File: src/rtl/pipe_skid_register.sv
`default_nettype none
// ============================================================================
// Module   : pipe_skid_register
// Purpose  : Generic pipeline stage register with a valid/ready handshake and
//            a 2-entry skid buffer (main + skid). ready_o comes straight from
//            a flop, so there is no combinational ready path between stages.
//            Flush either empties the stage or leaves a single NOP beat whose
//            selected fields (KEEP_MASK) are taken from data_i.
// Ports    : clk      - clock, rising edge
//            reset_n  - synchronous active-low reset
//            valid_i  - upstream beat valid
//            ready_o  - upstream may transfer (registered)
//            data_i   - upstream payload
//            valid_o  - downstream beat valid
//            ready_i  - downstream accepts (low = stall)
//            data_o   - downstream payload (main register)
//            flush_i  - flush request
//            count_o  - occupancy 0..2 (state encoding)
//            drop_o   - pulse: previous-cycle flush discarded a valid beat
// Revision : 1.0 - initial release
// ============================================================================
module pipe_skid_register #(
    parameter int                 DATA_W     = 65,
    parameter bit                 FLUSH_MODE = 1'b1,
    parameter logic [DATA_W-1:0]  FLUSH_DATA = (65'h13 << 33),
    parameter logic [DATA_W-1:0]  KEEP_MASK  = 65'h1_FFFF_FFFE
) (
    input  logic              clk,
    input  logic              reset_n,
    input  logic              valid_i,
    output logic              ready_o,
    input  logic [DATA_W-1:0] data_i,
    output logic              valid_o,
    input  logic              ready_i,
    output logic [DATA_W-1:0] data_o,
    input  logic              flush_i,
    output logic [1:0]        count_o,
    output logic              drop_o
);

    typedef enum logic [1:0] {
        EMPTY = 2'd0,
        ONE   = 2'd1,
        FULL  = 2'd2
    } state_t;

    state_t              r_state;
    logic [DATA_W-1:0]   r_main_data;
    logic [DATA_W-1:0]   r_skid_data;
    logic                r_ready;
    logic                r_drop;

    logic                w_main_valid;
    logic                w_skid_valid;
    logic                w_up;
    logic                w_dn;
    logic [DATA_W-1:0]   w_flush_data;

    assign w_main_valid = (r_state != EMPTY);
    assign w_skid_valid = (r_state == FULL);
    assign w_up         = valid_i & r_ready;
    assign w_dn         = w_main_valid & ready_i;

    // NOP payload: keep selected fields (e.g. PC) from the flush-cycle input,
    // independent of valid_i.
    assign w_flush_data = (data_i & KEEP_MASK) | (FLUSH_DATA & ~KEEP_MASK);

    always_ff @(posedge clk) begin
        if (!reset_n) begin
            r_state     <= EMPTY;
            r_main_data <= '0;
            r_skid_data <= '0;
            r_ready     <= 1'b1;
            r_drop      <= 1'b0;
        end else if (flush_i) begin
            // A beat delivered downstream this cycle is not a drop; anything
            // else still held (or just accepted) is.
            r_drop      <= (w_main_valid & ~w_dn) | w_skid_valid | w_up;
            r_main_data <= w_flush_data;
            r_ready     <= 1'b1;
            r_state     <= FLUSH_MODE ? ONE : EMPTY;
        end else begin
            r_drop <= 1'b0;
            unique case (r_state)
                EMPTY: begin
                    if (w_up) begin
                        r_main_data <= data_i;
                        r_state     <= ONE;
                    end
                end
                ONE: begin
                    if (w_up && w_dn) begin
                        r_main_data <= data_i;
                    end else if (w_up) begin
                        // Downstream stalled: absorb the in-flight beat and
                        // close the upstream door from the next cycle.
                        r_skid_data <= data_i;
                        r_ready     <= 1'b0;
                        r_state     <= FULL;
                    end else if (w_dn) begin
                        r_state     <= EMPTY;
                    end
                end
                FULL: begin
                    // ready_o is low here, so no upstream beat can arrive.
                    if (w_dn) begin
                        r_main_data <= r_skid_data;
                        r_ready     <= 1'b1;
                        r_state     <= ONE;
                    end
                end
                default: begin
                    r_state <= EMPTY;
                    r_ready <= 1'b1;
                end
            endcase
        end
    end

    assign ready_o = r_ready;
    assign valid_o = w_main_valid;
    assign data_o  = r_main_data;
    assign count_o = r_state;
    assign drop_o  = r_drop;

endmodule
`default_nettype wire

File: config.mk
export PLATFORM = sky130hd
export DESIGN_NAME = pipe_skid_register
export DESIGN_NICKNAME = d
export VERILOG_FILES = /design/src/rtl/pipe_skid_register.sv
export SDC_FILE = /design/constraint.sdc
export NUM_CORES = 1
export LEC_CHECK = 0
export BUFFER_PORTS_ARGS = -buffer_cell sky130_fd_sc_hd__buf_2
export CORE_UTILIZATION = 30
export DETAILED_ROUTE_END_ITERATION = 8
export PLACE_DENSITY = 0.5
export SYNTH_ARGS = -nofsm -noshare
export SYNTH_HDL_FRONTEND = slang
export SYNTH_SLANG_ARGS = --single-unit
export TNS_END_PERCENT = 5
File: constraint.sdc
create_clock -name clk -period 4.14 [get_ports clk]
set_input_delay 0.828 -clock clk [delete_from_list [all_inputs] [get_ports clk]]
set_output_delay 0.828 -clock clk [all_outputs]
set_load 0.05 [all_outputs]
==> results_dict.tcl, run 1 <==
set metrics [dict create \
    status "finished, final reports clean" \
    grtUsageMet3_pct 5.11 \
    critical_path_class "reg -> out" \
    tightest_slew_ns 0.943 \
    syn-cell-area_sq_um 5470 \
    clock_latency_ns 0.41 \
    drt-wirelength-per-cell_um 14.0 \
    crit_fanout 12 \
    io_buffers 139 \
    grt_pass1_vias 4431 \
    clockRootBuffer "clkbuf_16" \
    cap_viol_max_count 0 \
    grt_usage_pct 15.2 \
    grt_overflow_total 0 \
    die_w_um 137 \
    die_y_um 137 \
    crit_chain "or2_2 > buf_2" \
    ys_types 30 \
    cts-resized-gates 0 \
    die_area_sq_um 18800 \
    drt_wl_total_mm 13.5 \
    nets 793 \
    cpMaxStageDelayCell "dfxtp_1" \
    drt_iter0_markers 134 \
    synth.area.top_cells "dfxtp_1 (49%), mux2i_1 (12%), nand2_1 (9.5%), a21boi_1 (6.9%), a211oi_1 (4.3%)" \
    synth_edf_count 0 \
    drtAntennaViolNets 0 \
    path_buf_inv 1 \
    busiest_layer "met2" \
    place_congestion 0.735 \
    core-area_sq_um 17900 \
    hold_buffers 0 \
    use_met1_pct 18.8 \
    finalPower_uw 3240 \
    max_stage_delay_ns 0.67 \
    netlist.area_leader.share_pct 49.1 \
    cts_max_path_buffers 2 \
    start_util_pct 30.5 \
    postCtsSetupBuffers 0 \
    postSynthCellCount 604 \
    cts_buffers 17 \
    final-setup-viol-count 0 \
    grt_use_met2_pct 24.7 \
    start_kind "flop" \
    synth_warnings 0 \
    drt_pre_antenna_iters 4 \
    slew_violations 0 \
    hp-class "reg -> reg" \
    htreeDepth 4 \
    clk_pin_slew_ns 0.05 \
    timing.fmax_ghz 0.416 \
    cts_tree "done" \
    relSlewSlack_pct 37.0 \
    yosysTopAreaCell "dfxtp_1" \
    synth.most_common_cell "nand2_1" \
    yosys-top-cells-count "nand2_1 (138), dfxtp_1 (134), mux2i_1 (65)" \
    timing.final.crit_share_pct 58.1 \
    drive_gt1_share_pct 25.4 \
    area_delta_synth_final_pct 25.1 \
    finalSetupTns_ns 0 \
    max-vdd-ir-drop_v 0.000279 \
    drcViolationCount 0 \
    antenna_found_initial 1 \
    syn-num-nets 674 \
    arrival_ns 1.58 \
    skew_ns 0.00992 \
    leakage_uw 0.00291 \
    ys_ff_latch 134 \
    dp_hpwl_mm 9.00 \
    cp.required_ns 3.31 \
    finalHoldViolCount 0 \
    cts.sinks 134 \
    grt_pass1_wl_mm 22.1 \
    io_pins 140 \
    crit_family "flip-flops" \
    endpoint_kind "output pin" \
    diodes 0 \
    viasPerCell 4.71 \
    seq_area_frac_synth_pct 49.1 \
    grt_max_degree 68 \
    vias 4544 \
    syn_area_per_cell_sq_um 9.05 \
    power_density_nw_per_um2 474 \
    post-route-min-period_ns 2.40 \
    rows 49 \
    rsz0062_at_grt "no" \
    ys_async_sr_fraction_pct 0 \
    ys.flop_type "dfxtp_1" \
]
final cells by class:
| class | instances | area [sq um] |
|---|---|---|
| fillers | 1887 | 11100 |
| flip-flops and latches | 134 | 2680 |
| multi-input cells | 420 | 2530 |
| repair buffers | 149 | 771 |
| clock buffers | 24 | 492 |
| well taps | 229 | 287 |
| clock inverters | 8 | 72.6 |
| inverters | 1 | 3.75 |
through the flow:
stage	utilization, %	cell area, sq um	setup slack, ns	cells	hold slack, ns
2_1_floorplan	-	5470	2.09	604	0.434
6_report	38.2	6840	1.74	965	0.450
3_3_place_gp	35.1	6280	1.41	933	0.439
3_5_place_dp	35.1	6280	1.37	933	0.444
4_1_cts	38.2	6840	1.70	965	0.452
5_1_grt	38.2	6840	1.58	965	0.468
sequential cells by signal (all words and copies together), names as in the netlist:
register and cells:
data_o 65, r_skid_data 65, count_o 2, drop_o 1, ready_o 1
power by group:
part | internal [uW] | switching (uW)
Combinational | 122 | 311
Clock | 886 | 548
Sequential | 1350 | 29.1
Total | 2360 | 888
layer usage:
metal / up-vias / wire length [um]
li1: 2318 / -
met1: 2097 / 6390
met2: 112 / 6070
met3: 15 / 839
met4: 2 / 146
met5: - / 13
worst paths after layout:
kind,from,to,slack (ns),depth (start not counted)
max,count_o[1],valid_o,1.74,2
min,r_skid_data[52],r_skid_data[52],0.45,2
max reg2reg,count_o[1],data_o[9],1.79,5
min reg2reg,r_skid_data[52],r_skid_data[52],0.45,2
layout by cell type (no fill, tap or decap), drive strengths merged:
cell and count:
bufinv 1, or2 1, clkinvlp 3, nand3b 1, nor3 2, nand3 1
nor2 32, clkinv 4, and2 1, nand2 139, o21bai 1, a21oi 38
a21boi 65, buf 149, o31a 1, mux2i 65, a211oi 31, nor2b 1
or4 1, o21ai 35, clkbuf 24, inv 1, o31ai 1, nor4 1
o311ai 1, dfxtp 134, nand2b 2
worst register-to-register path, cell delays in order, from the launching register on:
cell and delay (ns):
dfxtp_1 0.67, nand2b_2 0.15, nor2_4 0.73, buf_4 0.35, mux2i_1 0.22, a21oi_1 0.09
cells by family after synthesis:
family,share of synthesized area (%)
DFF,49.1
and+or+nand+nor,13.2
AOI/OAI and AO/OA,20.8
muxes,11.9
buffers and inverters,5.01
Note: power is estimated with default switching activity, not from simulation.
==> inputs of run 2 (changes only) <==
--- a/config.mk
+++ b/config.mk
@@ -8,7 +8,7 @@
 export BUFFER_PORTS_ARGS = -buffer_cell sky130_fd_sc_hd__buf_2
 export CORE_UTILIZATION = 30
 export DETAILED_ROUTE_END_ITERATION = 8
-export PLACE_DENSITY = 0.5
+export PLACE_DENSITY = 0.52
 export SYNTH_ARGS = -nofsm -noshare
 export SYNTH_HDL_FRONTEND = slang
 export SYNTH_SLANG_ARGS = --single-unit
==> constraint.sdc (replaced) <==
create_clock -name clk -period 1.98 [get_ports clk]
set_input_delay 0.396 -clock clk [delete_from_list [all_inputs] [get_ports clk]]
set_output_delay 0.396 -clock clk [all_outputs]
set_load 0.05 [all_outputs]
==> run 2 against run 1 <==
Global-route usage decreased by 0.70 points; die area unchanged; critical path depth rose by 1; setup slack got worse by 1.6 ns; clock power increased by 110%; clock skew shrank 0.0022 ns; count of clock-buffer cells in the layout unchanged; register-to-register slack worse by 1.6 ns; combinational power increased by 110%; sequential power up 110%; final cell count up 0.62%; critical endpoint unchanged.
==> results_dict.tcl, run 2 (synthesis gave the netlist of run 1 again) <==
set metrics [dict create \
    antenna_found_initial 0 \
    die_area_sq_um 18800 \
    timing.final.crit_share_pct 95.4 \
    reg2reg_slack_ns 0.20 \
    fin_util_pct 39.0 \
    htreeDepth 4 \
    grt_usage_pct 14.5 \
    max-vdd-ir-drop_v 0.000580 \
    rsz0062_at_grt "no" \
    drive_gt1_share_pct 25.9 \
    clk_pin_slew_ns 0.06 \
    slew_violations 0 \
    viasPerCell 4.63 \
    final_common_cell "buf_2" \
    grt_overflow_total 0 \
    pwr-share-comb_pct 13.7 \
    cts_tree "done" \
    post-route-min-period_ns 1.89 \
    grt_pass1_wl_mm 21.0 \
    cap_viol_max_count 0 \
    die_w_um 137 \
    drcViolationCount 0 \
    pwr-share-clk_pct 43.8 \
    io_buffers 139 \
    final-setup-viol-count 0 \
    drtAntennaViolNets 0 \
    leakage_uw 0.00297 \
    grt_pass1_vias 4230 \
    die_y_um 137 \
    finalSetupTns_ns 0 \
    hold_buffers 0 \
    status "finished, final reports clean" \
    cts.sinks 134 \
    arrival_ns 1.49 \
    pwr-share-seq_pct 42.5 \
    cp.required_ns 1.58 \
    timing.fmax_ghz 0.530 \
    area_delta_synth_final_pct 27.5 \
    critical_path_class "reg -> out" \
    crit_fanout 8 \
    skew_ns 0.00768 \
    swShare_pct 27.5 \
    start_util_pct 30.5 \
    mostFrequentLayoutCells "buf_2 (139), nand2_1 (138), dfxtp_1 (133), mux2i_1 (65), a21boi_1 (50)" \
    dp_hpwl_mm 8.95 \
    drt_wl_total_mm 13.2 \
    rows 49 \
    start_kind "flop" \
    drt-wirelength-per-cell_um 13.6 \
    drt_pre_antenna_iters 5 \
    tightest_slew_ns 0.379 \
    pre_cts_slack_ns 0.162 \
    cts_max_path_buffers 2 \
    io_pins 140 \
    hp-class "in -> reg" \
    relSlewSlack_pct 74.5 \
    endpoint_kind "output pin" \
    finalHoldViolCount 0 \
    cts_buffers 17 \
    clockRootBuffer "clkbuf_16" \
    vias 4491 \
    fillers 1820 \
    nets 798 \
    switchingPower_uw 1860 \
    power_density_nw_per_um2 972 \
    clock_latency_ns 0.41 \
    place_congestion 0.741 \
    p_int_uw 4920 \
    setup_ws_ns 0.0915 \
    grt_max_degree 68 \
    core-area_sq_um 17900 \
    drt_iter0_markers 136 \
]
==> run 2: cell types whose count changed in the layout (fill, tap and decap cells not counted), sizes merged <==
cell and change:
clkinvlp -1, diode +1, clkinv +1, buf +5
==> run 2: timing repair <==
item,CTS,global route
hold endpoints to repair,0,0
setup buffers,0,0
gates resized for setup,0,1
endpoints found under the setup margin,0,1
==> run 2: layout make-up <==
class                   instances  area [sq um]  share of cell area [%]
diodes                          1          2.50                  0.0359
clock buffers                  24           482                    6.91
clock inverters                 8          73.8                    1.06
inverters                       1          3.75                  0.0538
multi-input cells             420          2530                    36.3
flip-flops and latches        134          2680                    38.5
well taps                     229           287                    4.11
repair buffers                154           908                    13.0
==> run 2: path summary, 6_finish.rpt <==
path                   startpoint              end  depth (start not counted)
setup reg to reg       count_o[0]  r_skid_data[25]                          5
setup / recovery       count_o[1]          valid_o                          3
hold reg to reg   r_skid_data[46]  r_skid_data[46]                          2
hold / removal         data_i[33]  r_skid_data[33]                          3
==> run 2: power by group through the flow <==
stage	clock network, uW	registers [uW]	logic, uW
floorplan	0	3260	322
global placement	0	2930	931
detailed placement	0	2940	936
CTS	3060	2880	938
global route	3170	2890	1000
finish	2970	2880	928
==> run 2: routing by layer <==
layer	vias up	share of wire, %	GRT usage [%]
li1	2326	-	-
met1	2036	46	17.8
met3	17	6.8	4.85
met2	112	45	23.1
met4	0	1.4	5.68
met5	-	0	0
==> run 2: through the flow <==
stage | hold slack (ns) | std cells | total power [uW] | area (sq um)
after floorplan | 0.434 | 604 | 3580 | 5470
after global placement | 0.439 | 938 | 3860 | 6410
after detailed placement | 0.447 | 938 | 3870 | 6410
after CTS | 0.207 | 970 | 6870 | 6970
after global routing | 0.215 | 970 | 7060 | 6970
final | 0.232 | 971 | 6770 | 6970
==> run 2: worst max-delay path: stages (launching register included) <==
cell and delay, ns:
dfxtp_2 0.37, buf_4 0.18, or2_2 0.30, buf_2 0.23
